$ cat src/rtl/io_devices.sv
// Memory-mapped I/O device bank: read-only id word at 0, R/W latches above.
// Define IODEVICES_WRITE_COUNT_EN to expose an accepted-write counter at id 8'hFF.
module io_devices #(
  parameter int NUM_DEVICES = 8,
  parameter int DATA_WIDTH  = 32
) (
  input  logic                  clk,
  input  logic                  reset,
  input  logic [7:0]            device_id,
  input  logic [DATA_WIDTH-1:0] value_in,
  input  logic                  is_write,
  output logic [DATA_WIDTH-1:0] value_out
);

  localparam logic [7:0] NUM_ID = 8'(NUM_DEVICES);
  localparam logic [DATA_WIDTH-1:0] ID_WORD =
    {16'h494F, 8'h00, NUM_ID};

  logic [DATA_WIDTH-1:0] regs [1:NUM_DEVICES-1];
  logic [DATA_WIDTH-1:0] rd_data;
  logic                  hit;

  assign hit = (device_id != 8'h00) && (device_id < NUM_ID);

  always_ff @(posedge clk) begin
    if (reset) begin
      for (int i = 1; i < NUM_DEVICES; i++)
        regs[i] <= '0;
    end else if (is_write) begin
      for (int i = 1; i < NUM_DEVICES; i++)
        if (device_id == 8'(i))
          regs[i] <= value_in;
    end
  end

  always_comb begin
    rd_data = '0;
    for (int i = 1; i < NUM_DEVICES; i++)
      if (device_id == 8'(i))
        rd_data = regs[i];
  end

`ifdef IODEVICES_WRITE_COUNT_EN
  logic [31:0] wr_count;

  // Reset drops a simultaneous write, so it is never counted.
  always_ff @(posedge clk) begin
    if (reset)
      wr_count <= '0;
    else if (is_write && hit)
      wr_count <= wr_count + 32'd1;
  end
`endif

  always_comb begin
    value_out = '0;
    unique case (1'b1)
      (device_id == 8'h00): value_out = ID_WORD;
      hit:                  value_out = rd_data;
`ifdef IODEVICES_WRITE_COUNT_EN
      (device_id == 8'hFF): value_out = wr_count;
`endif
      default:              value_out = '0;
    endcase
  end

endmodule

$ cat config.mk
export PLATFORM = sky130hd
export DESIGN_NAME = io_devices
export DESIGN_NICKNAME = d
export VERILOG_FILES = /design/src/rtl/io_devices.sv
export SDC_FILE = /design/constraint.sdc
export NUM_CORES = 1
export LEC_CHECK = 0
export ABC_AREA = 1
export BUFFER_PORTS_ARGS = -buffer_cell sky130_fd_sc_hd__buf_2
export CELL_PAD_IN_SITES_DETAIL_PLACEMENT = 1
export CELL_PAD_IN_SITES_GLOBAL_PLACEMENT = 2
export CORE_MARGIN = 4
export CORE_UTILIZATION = 39
export CTS_CLUSTER_DIAMETER = 100
export DETAILED_ROUTE_END_ITERATION = 8
export PLACE_DENSITY_LB_ADDON = 0.1
export SLEW_MARGIN = 30
export SYNTH_ARGS = -nofsm -noshare
export SYNTH_HDL_FRONTEND = slang
export SYNTH_SLANG_ARGS = --single-unit
$ cat constraint.sdc
create_clock -name clk -period 4.95 [get_ports clk]
set_clock_uncertainty 0.15 [all_clocks]
set_input_delay 0.7425 -clock clk [delete_from_list [all_inputs] [get_ports clk]]
set_output_delay 0.7425 -clock clk [all_outputs]
set_load 0.005 [all_outputs]
### Word level (Yosys, flattened, before mapping)

Memory sizes are Yosys's and may differ from the RTL's.
Index checks and enable logic that the tools add are counted.

| operators by class | value |
|---|---|
| reduce and logical (&&, ||, !) cells | 3 |
| $lt $le $gt $ge | 1 |
| equality and inequality tests | 7 |
| bitwise operators | 7 |
| muxes and demuxes | 45 |

Operator list:

| cell | number |
|---|---|
| 32-bit two-way mux | 14 |
| 32-bit one-hot mux with 2 select lines | 1 |
| 8-bit by 3-bit equality test with 1-bit output (second input constant) | 4 |
| 1-bit two-way mux | 30 |
| 8-bit by 2-bit equality test with 1-bit output (second input constant) | 2 |
| 8-bit by 1-bit equality test with 1-bit output (second input constant) | 1 |
| 8-bit zero test | 1 |
| 8-bit by 4-bit < comparator with 1-bit output (second input constant) | 1 |
| 8-bit nonzero test | 1 |
| 1-bit bitwise OR | 7 |
| 1-bit logical AND | 1 |

| word-level totals | value |
|---|---|
| register bits after elaboration | 0 |
| memories | 1 |
| memory bits (writable) | 224 |
| output and inout bits | 32 |

Memories:

| memory | depth | width | read ports | clocked after Yosys merged registers in | write ports | RTL line | text |
|---|---|---|---|---|---|---|---|
| regs | 7 | 32 | 7 | 0 | 7 | 19 | `logic [DATA_WIDTH-1:0] regs [1:NUM_DEVICES-1];` |

### Depth between registers and ports, before layout

Gate-level depths: netlist of the first run.

| logic depth | value |
|---|---|
| depth after elaboration | 9 |
| mapped depth | 12 |
| depth with buffers taken out | 9 |

### Least setup slack after synthesis of the first run

No wires, ideal clock.

| timing | value |
|---|---|
| path kind | input port to flip-flop |
| from | in device_id[4] |
| to | reg, netlist name regs[0][128] |
| setup slack | 0.504 ns |
| cell stages on the path | 9 |
| arrival | 3.831 ns |
| path buffers | 2 |
| required time | 4.334 ns |
| cell sequence | nor2_1 > nand2_1 > nor2_2 > buf_4 > inv_4 > nor2_4 > buf_6 > inv_1 > o21ai_0 |

RTL lines:

| what | RTL line | text |
|---|---|---|
| start, declared | 9 | `input logic [7:0] device_id,` |

### Worst setup path after layout of the first run

| timing | value |
|---|---|
| from | in device_id[0] |
| to | out value_out[3] |

| on the way | value |
|---|---|
| longest elaborated chain between the ends | 9 |
| elaborated cells between the ends (all ways) | 19 |
| classes of those cells | 1 x order compare; 7 x eq/ne; 8 x mux; 3 x reduce/logical |

Ends and longest elaborated chain:

| what | RTL line | text |
|---|---|---|
| 8-bit by 1-bit equality test with 1-bit output | 39 | `if (device_id == 8'(i))` |
| 32-bit two-way mux (7 in a row) | 39 |  |
| 32-bit one-hot mux with 2 select lines * | 57 | `unique case (1'b1)` |
| end, declared | 12 | `output logic [DATA_WIDTH-1:0] value_out` |

Every way passes the cells marked *; elsewhere a longest branch is shown, timed or not.

==> results of run 1 <==
worst max path at each step:
| stage | start | to | cells after the start |
|---|---|---|---|
| 3_3_place_gp | device_id[0] | value_out[3] | 12 |
| 2_1_floorplan | device_id[4] | regs[0][128]$_SDFFCE_PN0P_ | 9 |
| 6_report | device_id[0] | value_out[3] | 12 |
| 5_1_grt | device_id[0] | value_out[3] | 12 |
| 4_1_cts | device_id[0] | value_out[3] | 12 |
| 3_5_place_dp | device_id[1] | regs[0][71]$_SDFFCE_PN0P_ | 7 |
power by group through the flow:
stage	Sequential, uW	Clock (uW)	Combinational (uW)
CTS	2200	1800	168
detailed placement	2240	0	167
global route	2210	1880	180
global placement	2240	0	165
floorplan	2240	0	80.9
finish	2200	1770	165
metrics by stage:
stage	utilization	cells	setup slack, ps	power [uW]	area, um2
6_report	0.460	1425	1130	4140	11700
2_1_floorplan	-	1003	504	2320	10100
3_5_place_dp	0.430	1381	1070	2410	10900
4_1_cts	0.460	1425	1120	4170	11700
3_3_place_gp	0.430	1381	1140	2400	10900
5_1_grt	0.460	1425	934	4270	11700
placed cells by master (no fill, tap or decap), drive strengths merged:
cell type / instances
clkinv: 11
nand2: 178
o211ai: 27
bufinv: 1
nand3: 53
o21ai: 4
nor2: 303
edfxtp: 224
or2: 26
inv: 102
buf: 101
clkbuf: 32
nand4: 33
cell type report:
cell class / count / area, um2
fillers: 2818 / 13700
flip-flops and latches: 224 / 6730
multi-input cells: 624 / 2760
clock buffers: 32 / 694
repair buffers: 101 / 598
well taps: 330 / 413
inverters: 102 / 385
clock inverters: 12 / 80.1
logic make-up after synthesis:
family / share of synthesized area
and+or+nand+nor: 0.245
DFF: 0.666
AOI/OAI and AO/OA: 0.0220
buffers and inverters: 0.0666
metal layers:
| metal | vias up | GRT usage | share of wire |
|---|---|---|---|
| li1 | 3439 | - | - |
| met1 | 3703 | 0.290 | 0.44 |
| met2 | 190 | 0.371 | 0.49 |
| met3 | 43 | 0.0269 | 0.048 |
| met4 | 0 | 0.0434 | 0.021 |
| met5 | - | 0 | 0 |
==> summary.md, run 1 <==
| Metric | Value |
|---|---|
| Status | complete, no violations |
| Seq/Total Area, Yosys | 0.666 |
| Most common library cells after synthesis | nor2_1 (298), edfxtp_1 (224), nand2_1 (177) |
| Critical path, cell by cell | buf_2 -> buf_4 -> nand2_1 -> nor2_1 -> nand2_1 -> buf_4 -> nor2_1 -> nor2_1 -> nand4_1 -> nand2_1 -> nand2_1 -> buf_2 |
| Hold Buf Count CTS | 0 |
| Clock period minus worst slack | 3820 ps |
| Cells after Synth | roughly 1,000 |
| DP Wirelength | 18.0 mm |
| Post-CTS Setup Bufs | 0 |
| Resize count post-CTS | 0 |
| Worst setup EP type | primary output |
| Yosys top cell by area | edfxtp_1 |
| Final setup violation count | 0 |
| Max reg flops | 224 |
| Core Area | 25,300 um2 |
| Yosys reg bits | 224 |
| Vias | 7,375 |
| Critical-path maximum fanout | 23 |
| DRT antenna net count | 0 |
| Max Slew Vio Count | 0 |
| Layout cells sized above 1 | 0.153 |
| Total Routing Usage GR | 0.213 |
| Synth area leaders | edfxtp_1 (67%), nor2_1 (11%), nand2_1 (6.6%), inv_1 (3.6%), nand3_1 (2.6%) |
| Worst VDD drop | 0.000289 V |
| EDFF count, synth | approximately 220 |
| Initial antenna violation count | 0 |
| CP max stage cell | buf_4 |
| I/O pins | 75 |
| DRC Markers | 0 |
| Synth Cell Area | 10,100 um2 |
| Crit-path max cell delay | between 300 and 400 ps |
| Most flop-heavy register | regs |
| Leakage power | 0.00488 uW |
| WHS Endpoint | regs[0][36]$_SDFFCE_PN0P_ |
| Startpoint types | input port |
| Avg Cell Area, Syn | around 10 um2 |
| Net Switching | 892 uW |
| Kind of critical path | in -> out |
| Setup TNS | 0 ps |
| Top Family by Delay on Critical Path | buffers and inverters |
| Combinational Power Share | 0.040 |
| Critical Path AT | a little under 3000 ps |
| RSZ-0062 raised after global routing | no |
| Biggest regs | regs (224) |
| Syn_nets | roughly 1,000 |
| Worst slew margin | 0.361 |
| Share of flip-flops with an asynchronous set or reset | 0 |
| Routed WL per cell | 21.2 um |
| Area Growth Syn to Fin | 15.4% |
| Reg power frac | 0.532 |
| Vias in the first global route | 7,735 |
| Largest net degree at the start of global routing | 42 |
| Die H | approximately 170 um |
| Max Fclk | 0.262 GHz |
| Clock sinks | between 200 and 250 |
| DIE WIDTH | 169 um |
| Clk buf depth | 3 |
| # rows | 58 |
| Cts bufs inserted | 26 |
| Post-synth top area share | 0.666 |
| Prevailing post-synth register cell | edfxtp_1 |
| Nets@finish | 1,122 |
| Worst hold stages | 3 |
| Slew @ Worst Pin | roughly 960 ps |
| Final hold viol count | 0 |
| Most frequent cell after synthesis | nor2_1 |
| Hold_sp | value_in[4] |
| Hold WS | 466 ps |
| Max cap viols | 0 |
| First-pass GRT wire length | ~46 mm |
| Yosys warns | 0 |
| DR pass1 iterations | 5 |
| Power per cell area | 355 nW/um2 |
| Clock transition at path regs | 50 ps |
| Net Sw Frac | 0.215 |
| Total congestion overflow | 0 |
| Initial Utilization | 0.399 |
| H-Tree Depth | 1 |
| P_int | 3250 uW |
| Worst Path Required | 4060 ps |
| Die area | 28,500 um2 |
| Number of port buffers | 74 |
| DRT iter0 DRCs | 495 |
| Buffers & Inverters on Critical Path | 4 |
| Most used cell, CP | nand2_1 |
| Clk pwr share | 0.428 |
| Tcrit/Tclk final | 0.771 |
| Synth unique cells | 23 |
| Routability congestion estimate | 0.735 |
| Clk root buf | clkbuf_16 |
| Type of the worst min-delay path | in -> reg |
| Detailed Route WL | 30.2 mm |
| Antenna fix cells | 0 |
| CTS tree | built |
| Vias per cell | 5.18 |
No activity file was read; power rests on OpenSTA's default activity.
==> inputs of run 2 (changes only) <==
- CORE_UTILIZATION: 39 -> 35
- clock period: 4.95 -> 3.1 ns (I/O delays scaled with it)
==> run 2 against run 1 <==
Compared with the run above:
- clock power rose by 54%
- first-iteration DRC count shrank 9.5%
- via count grew 0.27%
- non-clock buffer count is 26 higher
==> summary.md, run 2 (synthesis results as in run 1) <==
| Metric | Value |
|---|---|
| Status | complete, no violations |
| Cts bufs inserted | 26 |
| Area of the multi-input gates | 2760 um2 |
| Power per cell area | 546 nW/um2 |
| H-Tree Depth | 1 |
| Die area | 31,600 um2 |
| Area Growth Syn to Fin | 18.2% |
| Worst hold stages | 3 |
| Worst slew margin | 0.506 |
| DRT iter0 DRCs | about 450 |
| Final setup violation count | 0 |
| Largest net degree at the start of global routing | 33 |
| DP Wirelength | 19.5 mm |
| Type of the worst min-delay path | in -> reg |
| Vias | 7,395 |
| Vias in the first global route | 7,654 |
| Dpl ws | around 260 ps |
| Clk root buf | clkbuf_16 |
| Total Routing Usage GR | 0.197 |
| Filler instances | 3,199 |
| Antenna fix cells | 0 |
| DR pass1 iterations | 4 |
| Worst Path Required | 2480 ps |
| Max cap viols | 0 |
| First-pass GRT wire length | 46.6 mm |
| Clock transition at path regs | about 60 ps |
| RSZ-0062 raised after global routing | no |
| Buffers & Inverters on Critical Path | 4 |
| Setup WS post-layout | 271 ps |
| Routability congestion estimate | ~0.76 |
| Worst setup EP type | primary output |
| Dpl cells | 1,455 |
| Nets@finish | 1,148 |
| Hold_sp | value_in[15] |
| Kind of critical path | in -> out |
| Startpoint types | input port |
| Max Fclk | 0.353 GHz |
| I/O pins | 75 |
| Non-Filler Instances | approximately 1,500 |
| Clk buf depth | 3 |
| Slew @ Worst Pin | 741 ps |
| Setup TNS | 0 ps |
| Number of port buffers | 74 |
| Leakage power | 0.00500 uW |
| DRC Markers | 0 |
| Layout cells sized above 1 | 0.170 |
| Placement Cell Area | 11,200 um2 |
| CP max stage cell | buf_4 |
| Die H | around 180 um |
| Most frequent cells in the layout | nor2_1 (297), edfxtp_1 (224), nand2_1 (176) |
| Max Slew Vio Count | 0 |
| Finished Cell Area | 11,900 um2 |
| Final hold viol count | 0 |
| Post-CTS Setup Bufs | 0 |
| Commonest non-fill, non-tap cell in the layout | nor2_1 |
| Vias per cell | 4.93 |
| Hold Buf Count CTS | 0 |
| Worst VDD drop | ~0.00035 V |
| # rows | 61 |
| Initial Utilization | 0.359 |
| CTS tree | built |
| Detailed Route WL | 30.6 mm |
| Core Area | approximately 28,000 um2 |
| DIE WIDTH | 178 um |
| Critical Path AT | 2210 ps |
| Clock sinks | around 220 |
| Biggest regs | regs (224) |
| Clock period minus worst slack | 2830 ps |
| Top Family by Delay on Critical Path | simple AND/OR/NAND/NOR gates |
| Total congestion overflow | 0 |
| Critical-path maximum fanout | 20 |
| Layout Utilization | 0.424 |
| Reg area | 6730 um2 |
| Crit-path max cell delay | 350 ps |
| Resize count post-CTS | 0 |
| Tcrit/Tclk final | 0.913 |
| Initial antenna violation count | 0 |
| Critical path, cell by cell | buf_2 -> nor2_1 -> nand2_1 -> clkinv_1 -> nand2_1 -> buf_4 -> nor2_1 -> nor2_1 -> nand4_1 -> nand2_1 -> nand2_1 -> buf_2 |
| WHS Endpoint | regs[0][111]$_SDFFCE_PN0P_ |
| Max reg flops | 224 |
| Routed WL per cell | 20.4 um |
| DRT antenna net count | 0 |
| Most flop-heavy register | regs |
| Most used cell, CP | nand2_1 |
-- run 2: cell type report --
class	instances	area share
Sequential cell	224	0.563
Clock inverter	11	0.00356
Clock buffer	33	0.0585
Inverter	102	0.0323
Timing Repair Buffer	127	0.0717
Multi-Input combinational cell	624	0.231
Tap cell	378	0.0396
-- run 2: how the worst max path moves through the flow --
| stage | from | to | slack, ps | cells past startpoint |
|---|---|---|---|---|
| 6_report | device_id[4] | value_out[27] | 270 | 12 |
| 5_1_grt | device_id[4] | value_out[9] | 100 | 12 |
| 4_1_cts | device_id[4] | value_out[27] | 250 | 12 |
| 3_5_place_dp | device_id[4] | value_out[27] | 260 | 12 |
| 3_3_place_gp | device_id[4] | value_out[27] | 390 | 12 |
| 2_1_floorplan | is_write | regs[0][32]$_SDFFCE_PN0P_ | 120 | 3 |
-- run 2: metal layers --
metal | GRT usage | up-vias | wire, um | share of wire
met1 | 0.272 | 3682 | 13900 | 0.45
met5 | 0 | - | 0 | 0
li1 | - | 3492 | - | -
met2 | 0.331 | 172 | 14700 | 0.48
met4 | 0.0471 | 0 | 737 | 0.024
met3 | 0.0245 | 49 | 1260 | 0.041
-- run 2: stage by stage --
step / hold slack [ps] / total power (uW)
CTS: 169 / 6590
global route: 184 / 6750
finish: 188 / 6510
global placement: 712 / 3860
detailed placement: 719 / 3870
floorplan: 593 / 3700
-- run 2: power by group --
group	switching (uW)	internal, uW
sequential	39.9	3480
clock	1150	1560
combinational	213	66.1
==> inputs of run 3 (changes only) <==
- CELL_PAD_IN_SITES_DETAIL_PLACEMENT: 1 -> default
- CELL_PAD_IN_SITES_GLOBAL_PLACEMENT: 2 -> default
- CORE_UTILIZATION: 35 -> 53
- GPL_ROUTABILITY_DRIVEN: default -> 0
- PLACE_DENSITY: default -> 0.74
- PLACE_DENSITY_LB_ADDON: 0.1 -> default
==> run 3 against run 2 <==
Compared with the run above:
- total power fell by 3.2%
- global-route usage rose by 4.4 points
- first-iteration DRC count rose by 61%
- setup slack improved by 11 ps
- combinational power fell by 6%
- flip-flop and latch count did not move
- cell count fell by 10%
- fmax rose by 0.39%
- clock power fell by 7%
- highest routed layer is now met5
==> summary.md, run 3 (synthesis results as in run 1) <==
| Metric | Value |
|---|---|
| Critical Path AT | about 2200 ps |
| Worst slew margin | 0.563 |
| Cts bufs inserted | 22 |
| Tcrit/Tclk final | 0.909 |
| Type of the worst min-delay path | in -> reg |
| Area Growth Syn to Fin | 14.6% |
| Slew @ Worst Pin | 655 ps |
| Placement Cell Area | 10,900 um2 |
| Finished Cell Area | between 10,000 and 15,000 um2 |
| DRT iter0 DRCs | a little over 700 |
| Resize count post-CTS | 0 |
| Biggest regs | regs (224) |
| Worst Path Required | 2480 ps |
| Area of the multi-input gates | 2750 um2 |
| Critical path launch point | device_id[4] |
| Total Routing Usage GR | 0.241 |
| Kind of critical path | in -> out |
| Layout Utilization | 0.619 |
| Status | complete, no violations |
| Most frequent cells in the layout | nor2_1 (297), edfxtp_1 (224), nand2_1 (177) |
| Initial antenna violation count | 2 |
| Most flop-heavy register | regs |
| H-Tree Depth | 1 |
| Max Slew Vio Count | 0 |
| Critical-path maximum fanout | 15 |
| # rows | 50 |
| Max cap viols | 0 |
| RSZ-0062 raised after global routing | no |
| Layout cells sized above 1 | 0.164 |
| Leakage power | 0.00492 uW |
| Total congestion overflow | 0 |
| Detailed Route WL | roughly 26 mm |
| Reg area | 6730 um2 |
| Vias per cell | 5.52 |
| Clock period minus worst slack | about 2800 ps |
| Hold_sp | value_in[12] |
| Clk root buf | clkbuf_16 |
| Largest net degree at the start of global routing | 33 |
| Die area | 21,300 um2 |
| Clock sinks | around 220 |
| Vias | 7,411 |
| I/O pins | 75 |
| Hold WS | roughly 200 ps |
| Final hold viol count | 0 |
| Die H | 146 um |
| First-pass GRT wire length | 40.3 mm |
| Filler instances | between 1,500 and 2,000 |
| Initial Utilization | 0.540 |
| Nets@finish | around 1,100 |
| DIE WIDTH | between 100 and 150 um |
| Max reg flops | around 220 |
| Vias in the first global route | 7,328 |
| DP Wirelength | ~16 mm |
| DRC Markers | 0 |
| Clock transition at path regs | 60 ps |
| DR pass1 iterations | 8 |
| Startpoint types | input port |
| Hold Buf Count CTS | 0 |
| Final setup violation count | 0 |
| Power consumption | 6310 uW |
| Setup TNS | 0 ps |
| Routed WL per cell | roughly 19 um |
| Clk buf depth | 3 |
| Commonest non-fill, non-tap cell in the layout | nor2_1 |
| DRT antenna net count | 0 |
| Core Area | approximately 19,000 um2 |
| Worst VDD drop | 0.000445 V |
| Power per cell area | 544 nW/um2 |
| CTS tree | built |
| Max Fclk | 0.355 GHz |
| Post-CTS Setup Bufs | 0 |
| Worst setup EP type | primary output |
| Number of port buffers | 74 |
-- run 3: cell types whose count changed in the layout (fill, tap and decap cells not counted), moves of 2 or more --
| cell | previous run | this run |
|---|---|---|
| buf_12 | 7 | 4 |
| buf_4 | 46 | 41 |
| clkbuf_16 | 27 | 23 |
| clkinv_1 | 11 | 5 |
| clkinv_2 | 1 | 3 |
-- run 3: worst paths after layout --
| path | end | slack, ps | depth (start not counted) |
|---|---|---|---|
| worst min-delay path | regs[0][44]$_SDFFCE_PN0P_ | 200 | 3 |
| worst max-delay path | value_out[19] | 280 | 12 |
-- run 3: where the power goes --
group | switching (uW) | internal (uW)
combinational | 200 | 62.2
sequential | 40.9 | 3480
clock | 1090 | 1430
-- run 3: worst max-delay path: stages --
cell and delay, ps:
buf_2 80, nor2_1 30, nand2_1 190, clkinv_1 290
nand2_1 150, buf_4 260, inv_1 200, nand2_1 110
nand3_1 80, nor2_1 90, nand4_1 100, buf_2 150
-- run 3: layer usage --
layer,track usage,up-vias,routed length (um)
li1,-,3467,-
met1,0.322,3517,10200
met2,0.406,371,12700
met3,0.0435,54,2420
met4,0.0748,2,642
met5,0,-,13
-- run 3: stage by stage --
stage,worst slack [ps],std cells
CTS,301,1341
global route,68.6,1342
detailed placement,355,1303
finish,282,1342
global placement,383,1303
floorplan,125,1003
-- run 3: cell type report --
type	count	area share
antenna	1	0.000216
clock buffer	29	0.0516
clock inverter	9	0.00583
inverter	102	0.0333
multi-input combinational	624	0.237
sequential	224	0.581
tap	234	0.0253
timing repair buffer	119	0.0655
